$ cat src/rtl/uart_tx_engine.sv
// UART transmit engine: byte FIFO feeding an 8N1 serialiser with a maskable end-of-frame pulse.
// Define UART_TX_PARITY_EN to insert an even-parity bit after bit 7 (8E1 framing).
module uart_tx_engine #(
    parameter int DIV        = 16,
    parameter int FIFO_DEPTH = 4
) (
    input  logic       clk,
    input  logic       arst,
    input  logic       we,
    input  logic [7:0] dat,
    input  logic       dis_int,
    output logic       tx,
    output logic       full,
    output logic       busy,
    output logic       inter,
    output logic       ovf
);
    localparam int AW = $clog2(FIFO_DEPTH);
    localparam int CW = $clog2(DIV);
    localparam logic [CW-1:0] CNT_MAX  = CW'(DIV - 1);
    localparam logic [AW:0]   FULL_CNT = (AW + 1)'(FIFO_DEPTH);

`ifdef UART_TX_PARITY_EN
    typedef enum logic [2:0] {S_IDLE, S_START, S_DATA, S_PARITY, S_STOP} state_t;
`else
    typedef enum logic [2:0] {S_IDLE, S_START, S_DATA, S_STOP} state_t;
`endif

    logic [7:0]    r_mem [FIFO_DEPTH];
    logic [AW-1:0] r_wptr;
    logic [AW-1:0] r_rptr;
    logic [AW:0]   r_count;
    logic          r_full;
    logic          r_ovf;

    state_t        r_state;
    logic [CW-1:0] r_cnt;
    logic [2:0]    r_bit;
    logic [7:0]    r_shift;
    logic          r_tx;
    logic          r_inter;
`ifdef UART_TX_PARITY_EN
    logic          r_par;
`endif

    logic          w_push;
    logic          w_pop;
    logic          w_nonempty;
    logic          w_last;
    logic [7:0]    w_head;
    logic [AW:0]   w_count_nxt;

    assign w_nonempty = (r_count != '0);
    assign w_last     = (r_cnt == '0);
    assign w_head     = r_mem[r_rptr];
    assign w_push     = we && !r_full;
    // The FSM takes the head byte when idle or on the final stop-bit cycle, so frames chain gap-free.
    assign w_pop      = w_nonempty && ((r_state == S_IDLE) || ((r_state == S_STOP) && w_last));

    always_comb begin
        w_count_nxt = r_count;
        if (w_push && !w_pop)
            w_count_nxt = r_count + 1'b1;
        else if (!w_push && w_pop)
            w_count_nxt = r_count - 1'b1;
    end

    always_ff @(posedge clk) begin
        if (w_push)
            r_mem[r_wptr] <= dat;
    end

    always_ff @(posedge clk or negedge arst) begin
        if (!arst) begin
            r_wptr  <= '0;
            r_rptr  <= '0;
            r_count <= '0;
            r_full  <= 1'b0;
            r_ovf   <= 1'b0;
        end else begin
            if (w_push)
                r_wptr <= r_wptr + 1'b1;
            if (w_pop)
                r_rptr <= r_rptr + 1'b1;
            r_count <= w_count_nxt;
            r_full  <= (w_count_nxt == FULL_CNT);
            if (we && r_full)
                r_ovf <= 1'b1;
        end
    end

    always_ff @(posedge clk or negedge arst) begin
        if (!arst) begin
            r_state <= S_IDLE;
            r_cnt   <= '0;
            r_bit   <= '0;
            r_shift <= '0;
            r_tx    <= 1'b1;
            r_inter <= 1'b0;
`ifdef UART_TX_PARITY_EN
            r_par   <= 1'b0;
`endif
        end else begin
            r_inter <= 1'b0;
            case (r_state)
                S_IDLE: begin
                    r_tx <= 1'b1;
                    if (w_nonempty) begin
                        r_shift <= w_head;
`ifdef UART_TX_PARITY_EN
                        r_par   <= ^w_head;
`endif
                        r_cnt   <= CNT_MAX;
                        r_tx    <= 1'b0;
                        r_state <= S_START;
                    end
                end
                S_START: begin
                    if (w_last) begin
                        r_cnt   <= CNT_MAX;
                        r_bit   <= '0;
                        r_tx    <= r_shift[0];
                        r_state <= S_DATA;
                    end else begin
                        r_cnt <= r_cnt - 1'b1;
                    end
                end
                S_DATA: begin
                    if (w_last) begin
                        r_cnt <= CNT_MAX;
                        if (r_bit == 3'd7) begin
`ifdef UART_TX_PARITY_EN
                            r_tx    <= r_par;
                            r_state <= S_PARITY;
`else
                            r_tx    <= 1'b1;
                            r_state <= S_STOP;
`endif
                        end else begin
                            r_bit   <= r_bit + 1'b1;
                            r_shift <= {1'b0, r_shift[7:1]};
                            r_tx    <= r_shift[1];
                        end
                    end else begin
                        r_cnt <= r_cnt - 1'b1;
                    end
                end
`ifdef UART_TX_PARITY_EN
                S_PARITY: begin
                    if (w_last) begin
                        r_cnt   <= CNT_MAX;
                        r_tx    <= 1'b1;
                        r_state <= S_STOP;
                    end else begin
                        r_cnt <= r_cnt - 1'b1;
                    end
                end
`endif
                S_STOP: begin
                    // Registered one cycle early so the pulse coincides with the last stop-bit cycle.
                    if (r_cnt == CW'(1))
                        r_inter <= !dis_int;
                    if (w_last) begin
                        if (w_nonempty) begin
                            r_shift <= w_head;
`ifdef UART_TX_PARITY_EN
                            r_par   <= ^w_head;
`endif
                            r_cnt   <= CNT_MAX;
                            r_tx    <= 1'b0;
                            r_state <= S_START;
                        end else begin
                            r_tx    <= 1'b1;
                            r_state <= S_IDLE;
                        end
                    end else begin
                        r_cnt <= r_cnt - 1'b1;
                    end
                end
                default: begin
                    r_tx    <= 1'b1;
                    r_state <= S_IDLE;
                end
            endcase
        end
    end

    assign tx    = r_tx;
    assign inter = r_inter;
    assign full  = r_full;
    assign ovf   = r_ovf;
    assign busy  = (r_state != S_IDLE) || w_nonempty;
endmodule

$ cat config.mk
export PLATFORM = sky130hd
export DESIGN_NAME = uart_tx_engine
export DESIGN_NICKNAME = d
export VERILOG_FILES = /design/src/rtl/uart_tx_engine.sv
export SDC_FILE = /design/constraint.sdc
export NUM_CORES = 1
export LEC_CHECK = 0
export BUFFER_PORTS_ARGS = -buffer_cell sky130_fd_sc_hd__buf_2
export CAP_MARGIN = 20
export CELL_PAD_IN_SITES_DETAIL_PLACEMENT = 1
export CELL_PAD_IN_SITES_GLOBAL_PLACEMENT = 2
export CORE_MARGIN = 8
export CORE_UTILIZATION = 39
export DETAILED_ROUTE_END_ITERATION = 10
export GPL_TIMING_DRIVEN = 0
export HOLD_SLACK_MARGIN = 0.05
export MAX_ROUTING_LAYER = met4
export PLACE_DENSITY_LB_ADDON = 0.3
export SLEW_MARGIN = 40
export SYNTH_ARGS = -nofsm -noshare
export SYNTH_HDL_FRONTEND = slang
export SYNTH_SLANG_ARGS = --single-unit
$ cat constraint.sdc
create_clock -name clk -period 4.4 [get_ports clk]
set_input_delay 0.44 -clock clk [delete_from_list [all_inputs] [get_ports clk]]
set_output_delay 0.44 -clock clk [all_outputs]
set_load 0.01 [all_outputs]
==> results of run 1 <==
[synth_stat cells (2+ instances only)]
cell type / n / area [µm²]
nand2b_1: 2 / 12.5
and2_1: 5 / 31.3
nor2b_1: 3 / 18.8
a21oi_1: 11 / 55.1
buf_6: 3 / 33.8
nand2_1: 14 / 52.6
ha_1: 17 / 213
nor2_1: 7 / 26.3
mux2_2: 15 / 169
a21o_1: 4 / 30.0
o31ai_1: 2 / 15.0
mux2i_1: 2 / 20.0
a22o_1: 4 / 35.0
nor3_1: 2 / 10.0
edfxtp_1: 32 / 961
mux4_2: 3 / 67.6
dfrtp_1: 27 / 676
a211oi_1: 3 / 22.5
xnor2_1: 4 / 35.0
o21ai_0: 7 / 35.0
mux4_1: 5 / 131
clkbuf_1: 5 / 18.8
inv_1: 12 / 45.0
buf_2: 5 / 25.0
o21bai_1: 2 / 15.0
o22a_1: 2 / 17.5
a2111oi_0: 2 / 17.5
[flip-flops by register name (all words and copies together), names as in the netlist]
register and count:
inter 1, full 1, r_count 3, r_mem 32, r_shift 8, r_state 2
r_cnt 4, tx 1, r_bit 3, ovf 1, r_wptr 2, r_rptr 2
[how the worst min path moves through the flow]
stage / depth (start not counted) / slack (ns) / to / start
floorplan: 0 / 0.14 / full$_DFF_PN0_ / arst
global placement: 1 / 0.43 / ovf$_DFFE_PN0P_ / ovf$_DFFE_PN0P_
detailed placement: 1 / 0.44 / ovf$_DFFE_PN0P_ / ovf$_DFFE_PN0P_
CTS: 1 / 0.15 / r_shift[2]$_DFFE_PN0P_ / arst
global route: 1 / 0.17 / r_bit[2]$_DFFE_PN0P_ / arst
finish: 1 / 0.12 / r_shift[2]$_DFFE_PN0P_ / arst
[cell families after synthesis]
group,count (synthesis)
buffers and inverters,25
XOR/XNOR,4
adder cells (fa/ha/maj),18
AO/OA/AOI/OAI,50
flip-flops,60
multiplexers,25
AND/OR/NAND/NOR,42
[worst reg2reg max path: cells and delay by family (launching register included)]
family / cells / cell delay [ns]
adders and majority gates: 1 / 0.26
DFF: 1 / 0.44
AOI/OAI and AO/OA: 1 / 0.17
and+or+nand+nor: 2 / 0.77
muxes: 1 / 0.38
buffers and inverters: 1 / 0.08
[layer usage]
metal	GRT usage (%)	vias up	routed length, µm
met5	-	-	0
met1	13.8	930	2800
met3	3.53	6	162
li1	-	895	-
met4	4.03	0	61
met2	18.4	22	2710
[final cells by class]
cell class	count	area (µm²)
Fill cell	798	4210
Sequential cell	60	1660
Multi-Input combinational cell	139	1260
Tap cell	102	128
Clock buffer	9	124
Timing Repair Buffer	16	80.1
Buffer	13	77.6
Clock inverter	7	58.8
Inverter	12	45.0
[power by group through the flow]
stage	registers [mW]	clock network, mW	logic (mW)
final	0.881	0.458	1.13
after global routing	0.906	0.500	1.27
after CTS	0.885	0.471	1.16
after detailed placement	0.897	0	1.15
after global placement	0.890	0	1.14
after floorplan	0.873	0	0.918
[stage by stage]
stage | hold slack, ns | power (mW)
after floorplan | 0.144 | 1.79
after global routing | 0.172 | 2.68
after CTS | 0.146 | 2.52
final | 0.121 | 2.47
after global placement | 0.434 | 2.03
after detailed placement | 0.443 | 2.05
==> metrics.cfg, run 1 <==
[synth]
synth-async-reset-ratio_pct = 46.7
synth-edff-count = 32
synthAdderAreaFrac_pct = 7.32
synthMuxAreaShare_pct = 12.7
synthCells = 224
synth_warnings = 0
synth-main-ff-cell = edfxtp_1
ys_seq_area_share_pct = 54.6
syn_area_um2 = 3040
synth_top_family_by_area = multiplexers
synth-compound-area-share_pct = 12.0
synthDistinctLibCells = 51
synth_simple_gate_area_share_pct = 8.06
synth-xor-area-share_pct = 1.15
synth_fp_nets = 253
syn_avg_cell_area_um2 = 13.6
yosys_register_bits = 60

[critical_path]
critPathTopFamily = simple AND/OR/NAND/NOR gates
r2r_setup_slack_ns = 2.19
cp_num_buf_inv = 1
arrival_ns = 2.43
end_kind = register
startpoint = r_cnt[0]$_DFFE_PN0P_
endpoint = r_shift[5]$_DFFE_PN0P_
cp_max_fo = 8
critical_path_class = reg -> reg
path_cells = inv_1 -> ha_1 -> nor3b_4 -> a2bb2oi_1 -> nor3_4 -> mux2_2
reg2reg_depth = 6
worstSetupStartpointType = register
crit_cells = 6
crit_slowest_cell = dfrtp_1
rr_endpoint = r_shift[5]$_DFFE_PN0P_
rr_startpoint = r_cnt[0]$_DFFE_PN0P_
cp_data_required_time_ns = 4.62
slowest_delay_ns = 0.44

[global_route]
globalRouteTotalUtil_pct = 11.6
grt_pass1_wl_mm = 9.87
overflow = 0
antenna_found_initial = 0
first_global_vias = 1965
grt_max_degree = 29

[power]
p_sw_uw = 921
p_clk_share_pct = 18.5
p_leak_nw = 1.36
power_frac_comb_pct = 45.9
sw_frac_of_total_pct = 37.2
p_per_area_nw_per_um2 = 721
irDropWorstVdd_uv = 299
pwr-share-seq_pct = 35.6
p_int_mw = 1.55

[clocking]
hold_buffers = 0
htree_num_levels = 3
path_clk_slew_ns = 0.08
root_buffer = clkbuf_8
cts_setup_buffers = 0
clock_path_buffers = 2
cts_buffers = 9
clock_latency_ns = 0.34
post_cts_resized = 0
cts_tree = yes
numClockSinks = 60

[placed_design]
gp_congestion = 0.713
preCtsSetupSlack_ns = 2.16
dpl_cell_area_um2 = 3250
dp_hpwl_mm = 4.00
place.port_buffers = 16
place_inst = 342

[status]
status = complete, no violations

[final_layout]
fin_area_um2 = 3430
drive_gt1_share_pct = 25.8
fin_nets = 280
area_growth_pct = 12.8
final_cell_mix = 32 x edfxtp_1, 27 x dfrtp_1, 21 x buf_2, 17 x ha_1, 15 x mux2_2
layout_commonest_cell = edfxtp_1
layoutNonFillerInstCount = 358
fin_util_pct = 44.9
diodes = 0

[floorplan]
chipHeight_um = 104
core_um2 = 7650
num_rows = 32
pin_count = 17
die_w_um = 104
dieArea_um2 = 10900
initial_core_util_pct = 39.8

[sta]
fin_crit_ns = 2.21
slew_headroom_pct = 55.9
drv_slew = 0
rsz0062_at_grt = false
fin_setup_tns_ns = 0
period_share_pct = 50.2
fin_ws_ns = 2.19
setup_violations = 0
fin_skew_ns = 0.0109
max_freq_mhz = 452
tightest_slew_ns = 0.661
hold_violations = 0

[run]
drv_cap = 0

[routing]
wl_per_cell_um = 16.0
drt_wl_total_mm = 5.73
drtPass1Iterations = 4
num_vias = 1853
viasPerCell = 5.18
drcViolationCount = 0
first_iter_violations = 24
ant_nets = 0

[hold_path]
hold_path_class = in -> async

(Power assumes the default switching activity.)
==> run 2, diff against run 1 <==
==> constraint.sdc (replaced) <==
create_clock -name clk -period 2.2 [get_ports clk]
set_input_delay 0.22 -clock clk [delete_from_list [all_inputs] [get_ports clk]]
set_output_delay 0.22 -clock clk [all_outputs]
set_load 0.01 [all_outputs]
==> metrics.cfg, run 2 (synthesis results as in run 1) <==
[floorplan]
die_w_um = 104
num_rows = 32
core_um2 = 7650
chipHeight_um = 104
pin_count = 17
initial_core_util_pct = 39.8
dieArea_um2 = 10900

[critical_path]
worstSetupStartpointType = register
arrival_ns = 2.28
critPathTopFamily = compound AO/OA/AOI/OAI gates
slowest_delay_ns = 0.46
cp_num_buf_inv = 2
critical_path_class = reg -> reg
end_kind = register
crit_cells = 7
crit_slowest_cell = a2111oi_1
cp_data_required_time_ns = 2.44
reg2reg_depth = 7
path_cells = inv_1 -> ha_1 -> nand4bb_1 -> buf_2 -> a2111oi_1 -> a211oi_1 -> a221oi_2
cp_max_fo = 8

[routing]
drt_wl_total_mm = 5.77
drcViolationCount = 0
ant_nets = 0
num_vias = 1860
viasPerCell = 5.14
wl_per_cell_um = 15.9
drtPass1Iterations = 5
first_iter_violations = 26

[status]
status = complete, no violations

[final_layout]
seq_area_um2 = 1660
diodes = 0
drive_gt1_share_pct = 26.5
reg_top3 = r_mem x32, r_shift x8, r_cnt x4
largest_reg_flops = 32
layoutNonFillerInstCount = 362
nFillCells = 797
multi_input_area_um2 = 1260
layout_commonest_cell = edfxtp_1
final_cell_mix = 32 x edfxtp_1, 27 x dfrtp_1, 20 x buf_2, 17 x ha_1, 15 x mux2_2
top_register = r_mem
area_growth_pct = 14.6
fin_nets = 284

[sta]
period_share_pct = 92.5
rsz0062_at_grt = true
tightest_slew_ns = 0.663
fin_ws_ns = 0.166
slew_headroom_pct = 55.8
hold_violations = 0
whs_ns = 0.0893
fin_crit_ns = 2.03
fin_skew_ns = 0.0112
drv_slew = 0
setup_violations = 0
max_freq_mhz = 492

[placed_design]
dp_hpwl_mm = 4.00
place_inst = 342
preCtsSetupSlack_ns = -0.0353
gp_congestion = 0.713
place.port_buffers = 16

[global_route]
globalRouteTotalUtil_pct = 11.7
antenna_found_initial = 0
grt_max_degree = 29
overflow = 0
grt_pass1_wl_mm = 9.89
first_global_vias = 1980

[hold_path]
hold_path_class = in -> reg
hold_depth = 1

[clocking]
numClockSinks = 60
cts_tree = yes
cts_buffers = 9
root_buffer = clkbuf_8
clock_path_buffers = 2
path_clk_slew_ns = 0.08
htree_num_levels = 3
clock_latency_ns = 0.34

[power]
total_power_mw = 5.05
irDropWorstVdd_uv = 615
p_leak_nw = 1.38
p_per_area_nw_per_um2 = 1450

[run]
drv_cap = 0

## run 2: worst reg2reg max path: stages (launching register included)
cell	delay (ns)
dfrtp_1	0.44
inv_1	0.08
ha_1	0.26
nand4bb_1	0.15
buf_2	0.19
a2111oi_1	0.46
a211oi_1	0.16
a221oi_2	0.20
## run 2: final timing paths
| check | start | slack (ns) | endpoint |
|---|---|---|---|
| setup / recovery | r_cnt[0]$_DFFE_PN0P_ | 0.17 | full$_DFF_PN0_ |
| hold / removal | dat[4] | 0.09 | r_mem[1][4]$_DFFE_PP_ |
| setup reg to reg | r_cnt[0]$_DFFE_PN0P_ | 0.17 | full$_DFF_PN0_ |
| hold reg to reg | ovf$_DFFE_PN0P_ | 0.46 | ovf$_DFFE_PN0P_ |
| max in group asynchronous | arst | 1.32 | r_rptr[1]$_DFFE_PN0P_ |
| min in group asynchronous | arst | 0.44 | r_shift[2]$_DFFE_PN0P_ |
## run 2: final cells by class
class | count | area share (%)
multi-input cells | 139 | 36.1
clock inverters | 7 | 1.69
flip-flops and latches | 60 | 47.7
well taps | 102 | 3.66
plain buffers | 13 | 2.33
repair buffers | 20 | 3.66
inverters | 12 | 1.29
clock buffers | 9 | 3.55
## run 2: timing repair
item,in CTS,in global routing
setup buffers,1,1
cloned,0,0
hold buffers,2,0
pin swaps,1,0
setup endpoints to repair,7,8
endpoints found under the hold margin,28,0
resized for setup,0,4
## run 2: metal layers
metal / vias to the layer above / wire, µm / global-route usage, %
met1: 924 / 2790 / 13.8
met5: - / 0 / -
li1: 902 / - / -
met3: 6 / 191 / 3.59
met2: 28 / 2730 / 18.4
met4: 0 / 60 / 4.03
## run 2: report_power, final
| part | internal (mW) | leakage, nW | total (mW) | switching [mW] |
|---|---|---|---|---|
| Clock | 0.423 | 0.0868 | 0.918 | 0.494 |
| Combinational | 1.20 | 0.671 | 2.37 | 1.17 |
| Sequential | 1.57 | 0.626 | 1.76 | 0.195 |
| Total | 3.19 | 1.38 | 5.05 | 1.86 |
## run 2: stage by stage
stage | instance area, µm² | setup TNS (ns) | util (%)
2_1_floorplan | 3040 | 0 | -
3_3_place_gp | 3250 | -0.172 | 42.5
3_5_place_dp | 3250 | -0.182 | 42.5
4_1_cts | 3470 | 0 | 45.4
5_1_grt | 3490 | -0.0310 | 45.6
6_report | 3490 | 0 | 45.6
